===== src/rtl/and_chk_pkg.sv =====
// +----------------------------------------------------------------------------+
// | and_chk_pkg : shared types and expected-result rule for and_resp_checker   |
// | Revision    : 1.0                                                          |
// +----------------------------------------------------------------------------+
`default_nettype none

package and_chk_pkg;

   typedef enum logic [1:0] {
      ST_IDLE = 2'd0,
      ST_RUN  = 2'd1,
      ST_HALT = 2'd2
   } chk_state_e;

   typedef struct packed {
      logic [1:0] a;
      logic [1:0] b;
   } op_pair_t;

   // A 2-bit operand counts as logically true when any bit is set.
   function automatic logic expected_result(input logic [1:0] a, input logic [1:0] b);
      return (a != 2'd0) && (b != 2'd0);
   endfunction

endpackage

`default_nettype wire


===== src/rtl/and_op_fifo.sv =====
// +----------------------------------------------------------------------------+
// | and_op_fifo : in-order operand queue, pointers carry one wrap bit          |
// | Revision    : 1.0                                                          |
// +----------------------------------------------------------------------------+
`default_nettype none

module and_op_fifo
   import and_chk_pkg::*;
#(
   parameter int DEPTH = 4
) (
   input  logic     clk,
   input  logic     reset,
   input  logic     push,
   input  logic     pop,
   input  op_pair_t din,
   output logic     full,
   output logic     empty,
   output op_pair_t head
);

   localparam int            AW      = $clog2(DEPTH);
   localparam logic [AW:0]   PTR_ONE = (AW+1)'(1);

   logic [AW:0] wr_ptr_q, wr_ptr_d;
   logic [AW:0] rd_ptr_q, rd_ptr_d;
   op_pair_t    mem_q [DEPTH];
   op_pair_t    mem_d [DEPTH];

   // Same index with differing wrap bits means the writer has lapped the reader.
   assign full  = (wr_ptr_q[AW] != rd_ptr_q[AW]) && (wr_ptr_q[AW-1:0] == rd_ptr_q[AW-1:0]);
   assign empty = (wr_ptr_q == rd_ptr_q);
   assign head  = mem_q[rd_ptr_q[AW-1:0]];

   always_comb begin
      mem_d    = mem_q;
      wr_ptr_d = wr_ptr_q;
      rd_ptr_d = rd_ptr_q;
      if (push && !full) begin
         mem_d[wr_ptr_q[AW-1:0]] = din;
         wr_ptr_d                = wr_ptr_q + PTR_ONE;
      end
      if (pop && !empty) begin
         rd_ptr_d = rd_ptr_q + PTR_ONE;
      end
   end

   always_ff @(posedge clk) begin
      if (reset) begin
         wr_ptr_q <= '0;
         rd_ptr_q <= '0;
      end else begin
         wr_ptr_q <= wr_ptr_d;
         rd_ptr_q <= rd_ptr_d;
      end
      mem_q <= mem_d;
   end

endmodule

`default_nettype wire


===== config.mk =====
export PLATFORM = sky130hd
export DESIGN_NAME = and_op_fifo
export DESIGN_NICKNAME = d
export VERILOG_FILES = /design/src/rtl/and_chk_pkg.sv /design/src/rtl/and_op_fifo.sv
export SDC_FILE = /design/constraint.sdc
export NUM_CORES = 1
export LEC_CHECK = 0
export ABC_CLOCK_PERIOD_IN_PS = 2250
export CAP_MARGIN = 15
export CORE_MARGIN = 2
export CORE_UTILIZATION = 58
export DETAILED_ROUTE_END_ITERATION = 8
export GPL_ROUTABILITY_DRIVEN = 0
export GPL_TIMING_DRIVEN = 0
export PLACE_DENSITY = 0.87
export SKIP_LAST_GASP = 1
export SLEW_MARGIN = 20
export SYNTH_ARGS = -nofsm -noshare
export SYNTH_HDL_FRONTEND = slang
export SYNTH_SLANG_ARGS = --single-unit

===== constraint.sdc =====
create_clock -name clk -period 2.25 [get_ports clk]
set_input_delay 0.45 -clock clk [delete_from_list [all_inputs] [get_ports clk]]
set_output_delay 0.45 -clock clk [all_outputs]
set_load 0.03 [all_outputs]

==> impl_metrics.ini, run 1 <==
[layout]
drive_gt1_share_pct = 13.21
multi_input_area_sq_um = 521.8
final-seq-area_sq_um = 601.8
layout_commonest_cell = edfxtp_1
fillers = 143
nets = 120
antenna_cells = 0
syn2layout_area_growth_pct = 18.92
final_cell_mix = edfxtp_1, clkdlybuf4s50_1, nand4_1

[worst_setup_path]
worst_r2r_endpoint = mem_q[15]
r2r_start = rd_ptr_q[0]
crit_required_ps = 1800
crit_path_start_kind = flop
arrival_ps = 1800
critPathMaxFanout = 9
worstSetupPathType = reg -> out
r2r_cells = 4
reg2reg_slack_ps = 480
cp-end-kind = primary output

[outcome]
status = completed

[global_route]
grt_pass1_wl_mm = 3.843
grt_pass1_vias = 805
track_usage_pct = 21.96
antenna_found_initial = 0
overflow = 0
grt_max_degree = 14

[yosys]
syn_nets = 102
synth_area_per_cell_sq_um = 13.07
syn-cell-area_sq_mm = 0.001164
yosysSeqAreaShare_pct = 51.61
ys_warn_count = 0
postSynthCellCount = 89
ys_ff_latch = 22
synth_top_area_share_pct = 41.29
synth_top_cell_by_area = edfxtp_1
synth_area_leaders = edfxtp_1, dfxtp_1, mux4_1
synth_cell_types = 25

[clocking]
ctsHoldBuffers = 0
clk_pin_slew_ps = 120
root_buffer = clkbuf_4
cts_setup_buffers = 0
htreeDepth = 1
cts_tree = yes
cts.sinks = 22
cts_resized = 10
clock_latency_ps = 320
cts_made_buffers = 3
cts_buffer_depth = 2

[min_path]
min_delay_path_depth = 2
hold_path.startpoint = rd_ptr_q[2]
hold_class = reg -> reg
hold_end = rd_ptr_q[2]

[timing]
fin_hold_ws_ps = 589.6
drv_slew = 0
period_share_pct = 99.84
rsz0062_at_grt = true
worstMarginPinSlew_ps = 607.6
period_minus_slack_ps = 2246
setup_viol = 0
fin_skew_ps = 3.491
setup-tns-final_ps = 0
slew_headroom_pct = 59.20
max_freq_mhz = 445.2
finalHoldViolCount = 0

[routing]
ant_nets = 0
detail_route.wirelength_mm = 2.376
post-route-drc-count = 0
wl_per_cell_um = 17.86
drtIter0Drc = 45
vias_per_cell = 6.150
vias = 818
first_pass_iters = 4

[floorplanning]
ioPinCount = 14
placeableCoreArea_sq_mm = 0.001922
die_w_um = 48.79
num_rows = 16
dieHeight_um = 48.79
start_util_pct = 60.55
die_area_sq_mm = 0.002380

[pwr]
p_per_area_mw_per_mm2 = 989.7
vdd_drop_max_mv = 0.6601
power_leakage_nw = 0.4832

[job]
max-cap-violations = 0

[place]
numPortBuffers = 13
hpwl_mm = 1.653
==> power breakdown <==
group,internal [mW],switching (mW)
combinational,0.210,0.340
clock,0.180,0.124
sequential,0.484,0.0316
==> flip-flops by register name, summed over array words and instances, names as in the netlist <==
register / cells
mem_q: 16
rd_ptr_q: 3
wr_ptr_q: 3
==> Yosys cell counts <==
library cell	count
nor2b_1	3
xnor2_1	3
a31oi_1	2
nand2_1	3
ha_1	5
xor2_1	2
nand4_1	6
buf_6	3
nor3_1	2
o21ai_0	5
clkbuf_1	1
a21oi_1	2
edfxtp_1	16
xor2_4	1
nor4bb_1	1
mux4_1	4
nor3b_1	4
a211o_1	2
inv_1	5
or4_1	1
a41oi_1	2
dfxtp_1	6
nand3_1	4
and2_1	4
o211ai_1	2
==> worst max-delay path: stages (launching register included) <==
cell           delay [ps]
dfxtp_1               350
buf_6                 150
xor2_2                230
nor3_1                290
dlygate4sd2_1         470
==> logic make-up after synthesis <==
group	count (synthesis)	share of synthesized area [%]
XOR/XNOR	6	6.130
adder cells (fa/ha/maj)	5	5.376
AND/OR/NAND/NOR	28	14.62
flip-flops	22	51.61
AO/OA/AOI/OAI	15	8.387
buffers and inverters	9	4.838
multiplexers	4	9.032
==> cell type report <==
class                   instances  area share (%)
clock inverters                 1           2.170
inverters                       5           1.356
plain buffers                   4           2.712
repair buffers                 13           8.499
clock buffers                   3           1.627
multi-input cells              58           37.70
flip-flops and latches         22           43.49
well taps                      27           2.441
==> layer usage <==
layer	up-vias	wire, um	GRT usage [%]
met1	402	1015	29.60
li1	378	-	-
met5	-	0	0
met2	34	1214	36.30
met4	0	46	10.48
met3	4	100	1.840
==> worst max path at each step <==
stage / startpoint / to
final: rd_ptr_q[0] / empty
after global routing: rd_ptr_q[0] / empty
after CTS: rd_ptr_q[0] / head[0]
after detailed placement: wr_ptr_q[0] / empty
after global placement: rd_ptr_q[0] / full
after floorplan: rd_ptr_q[0] / empty
==> through the flow <==
stage / area (sq um) / setup slack [ps] / total power, mW / util (%) / cells
global placement: 1328 / 128.1 / 1.056 / 69.08 / 129
global route: 1384 / -26.45 / 1.422 / 72.01 / 133
finish: 1384 / 3.695 / 1.370 / 72.01 / 133
floorplan: 1164 / 432.1 / 0.8982 / - / 89
detailed placement: 1328 / 50.71 / 1.083 / 69.08 / 129
CTS: 1384 / 5.758 / 1.365 / 72.01 / 133
Power figures use the tool's default switching activity.
==> run 2, diff against run 1 <==
CORE_MARGIN = 3   (was 2)
==> run 2 against run 1 <==
Effect of this change:
- wire length decreased by 1.8%
- clock-buffer cell count did not move
- clock power decreased by 39%
- largest cell class unchanged
==> impl_metrics.ini, run 2 (same netlist as run 1, synthesis figures left out) <==
[outcome]
status = completed

[global_route]
grt_max_degree = 13
track_usage_pct = 20.80
grt_pass1_wl_mm = 3.870
antenna_found_initial = 0
overflow = 0
grt_pass1_vias = 816

[timing]
rsz0062_at_grt = false
max_freq_mhz = 463.3
setup-tns-final_ps = 0
fin_hold_ws_ps = 561.9
fin_skew_ps = 7.902
period_share_pct = 95.92
worstMarginPinSlew_ps = 622.8
finalHoldViolCount = 0
slew_headroom_pct = 58.18
setup_viol = 0
period_minus_slack_ps = 2158
drv_slew = 0

[clocking]
cts_buffer_depth = 2
cts.sinks = 22
cts_resized = 9
cts_setup_buffers = 0
htreeDepth = 1
cts_tree = yes
clock_latency_ps = 320
cts_made_buffers = 3
root_buffer = clkbuf_4
clk_pin_slew_ps = 110
ctsHoldBuffers = 0

[routing]
vias_per_cell = 6.229
first_pass_iters = 4
wl_per_cell_um = 17.81
detail_route.wirelength_mm = 2.333
drtIter0Drc = 33
vias = 816
post-route-drc-count = 0
ant_nets = 0

[floorplanning]
dieHeight_um = 50.79
placeableCoreArea_sq_mm = 0.001802
ioPinCount = 14
die_w_um = 50.79
num_rows = 15
start_util_pct = 64.58
die_area_sq_mm = 0.002580

[layout]
antenna_cells = 0
stdcell_area_sq_mm = 0.001355
drive_gt1_share_pct = 13.21
layout_commonest_cell = edfxtp_1
nets = 120
largest_register = mem_q
final_cell_mix = edfxtp_1, clkdlybuf4s50_1, nand4_1
reg.largest.list = mem_q x16, rd_ptr_q x3, wr_ptr_q x3
syn2layout_area_growth_pct = 16.45
utilization_pct = 75.21
largest_reg_flops = 16

[worst_setup_path]
crit_path_start_kind = flop
critical-path-slowest-cell = mux4_1
worstSetupPathType = reg -> out
slowest_delay_ps = 560
crit_required_ps = 1800
arrival_ps = 1710
path_cells = buf_6 -> mux4_1 -> clkdlybuf4s15_2
critPathMaxFanout = 9
cp-end-kind = primary output
reg2reg_slack_ps = 450

[pwr]
p_per_area_mw_per_mm2 = 918.6
vdd_drop_max_mv = 0.7277
fin_total_pwr_mw = 1.245
power_leakage_nw = 0.4766

[min_path]
hold_class = reg -> reg

[place]
hpwl_mm = 1.676
numPortBuffers = 13
dpl_cell_area_sq_mm = 0.001325

[job]
max-cap-violations = 0
run 2: changes by cell type in the layout (fill, tap and decap cells not counted):
cell,delta
bufinv_16,-1
clkbuf_2,+1
dlymetal6s2s_1,+1
dlygate4sd2_1,-2
clkinv_1,+1
run 2: through the flow:
| step | std cells | worst slack (ps) |
|---|---|---|
| 6_report | 131 | 91.71 |
| 5_1_grt | 131 | 18.87 |
| 4_1_cts | 131 | -163.9 |
| 3_5_place_dp | 127 | 49.47 |
| 3_3_place_gp | 127 | 138.3 |
| 2_1_floorplan | 89 | 432.1 |
run 2: path summary, 6_finish.rpt:
path / start / end / cells after the start
setup / recovery: rd_ptr_q[0] / head[2] / 3
hold / removal: rd_ptr_q[2] / rd_ptr_q[2] / 2
setup reg to reg: rd_ptr_q[0] / mem_q[13] / 4
hold reg to reg: rd_ptr_q[2] / rd_ptr_q[2] / 2
run 2: metal layers:
metal / up-vias / routed length (um) / track usage (%)
li1: 380 / - / -
met1: 382 / 888 / 25.69
met3: 13 / 200 / 6.231
met2: 41 / 1165 / 34.13
met5: - / 0 / 0
met4: 0 / 78 / 8.072
run 2: critical path, delay by kind of cell, from the launching register on:
kind / cells / cell delay [ps]
buffers and inverters: 2 / 460
flip-flops: 1 / 370
multiplexers: 1 / 560
run 2: layout make-up:
| cell class | instances | area (sq um) |
|---|---|---|
| sequential | 22 | 601.8 |
| clock buffer | 3 | 22.52 |
| tap | 25 | 31.28 |
| inverter | 5 | 18.77 |
| buffer | 4 | 37.54 |
| fill | 124 | 446.7 |
| clock inverter | 1 | 3.754 |
| multi-input combinational | 58 | 521.8 |
| timing repair buffer | 13 | 117.6 |
run 2: where the power goes:
group / internal (mW) / total, mW / switching, mW
Sequential: 0.483 / 0.513 / 0.0301
Combinational: 0.216 / 0.547 / 0.331
Clock: 0.0651 / 0.185 / 0.120
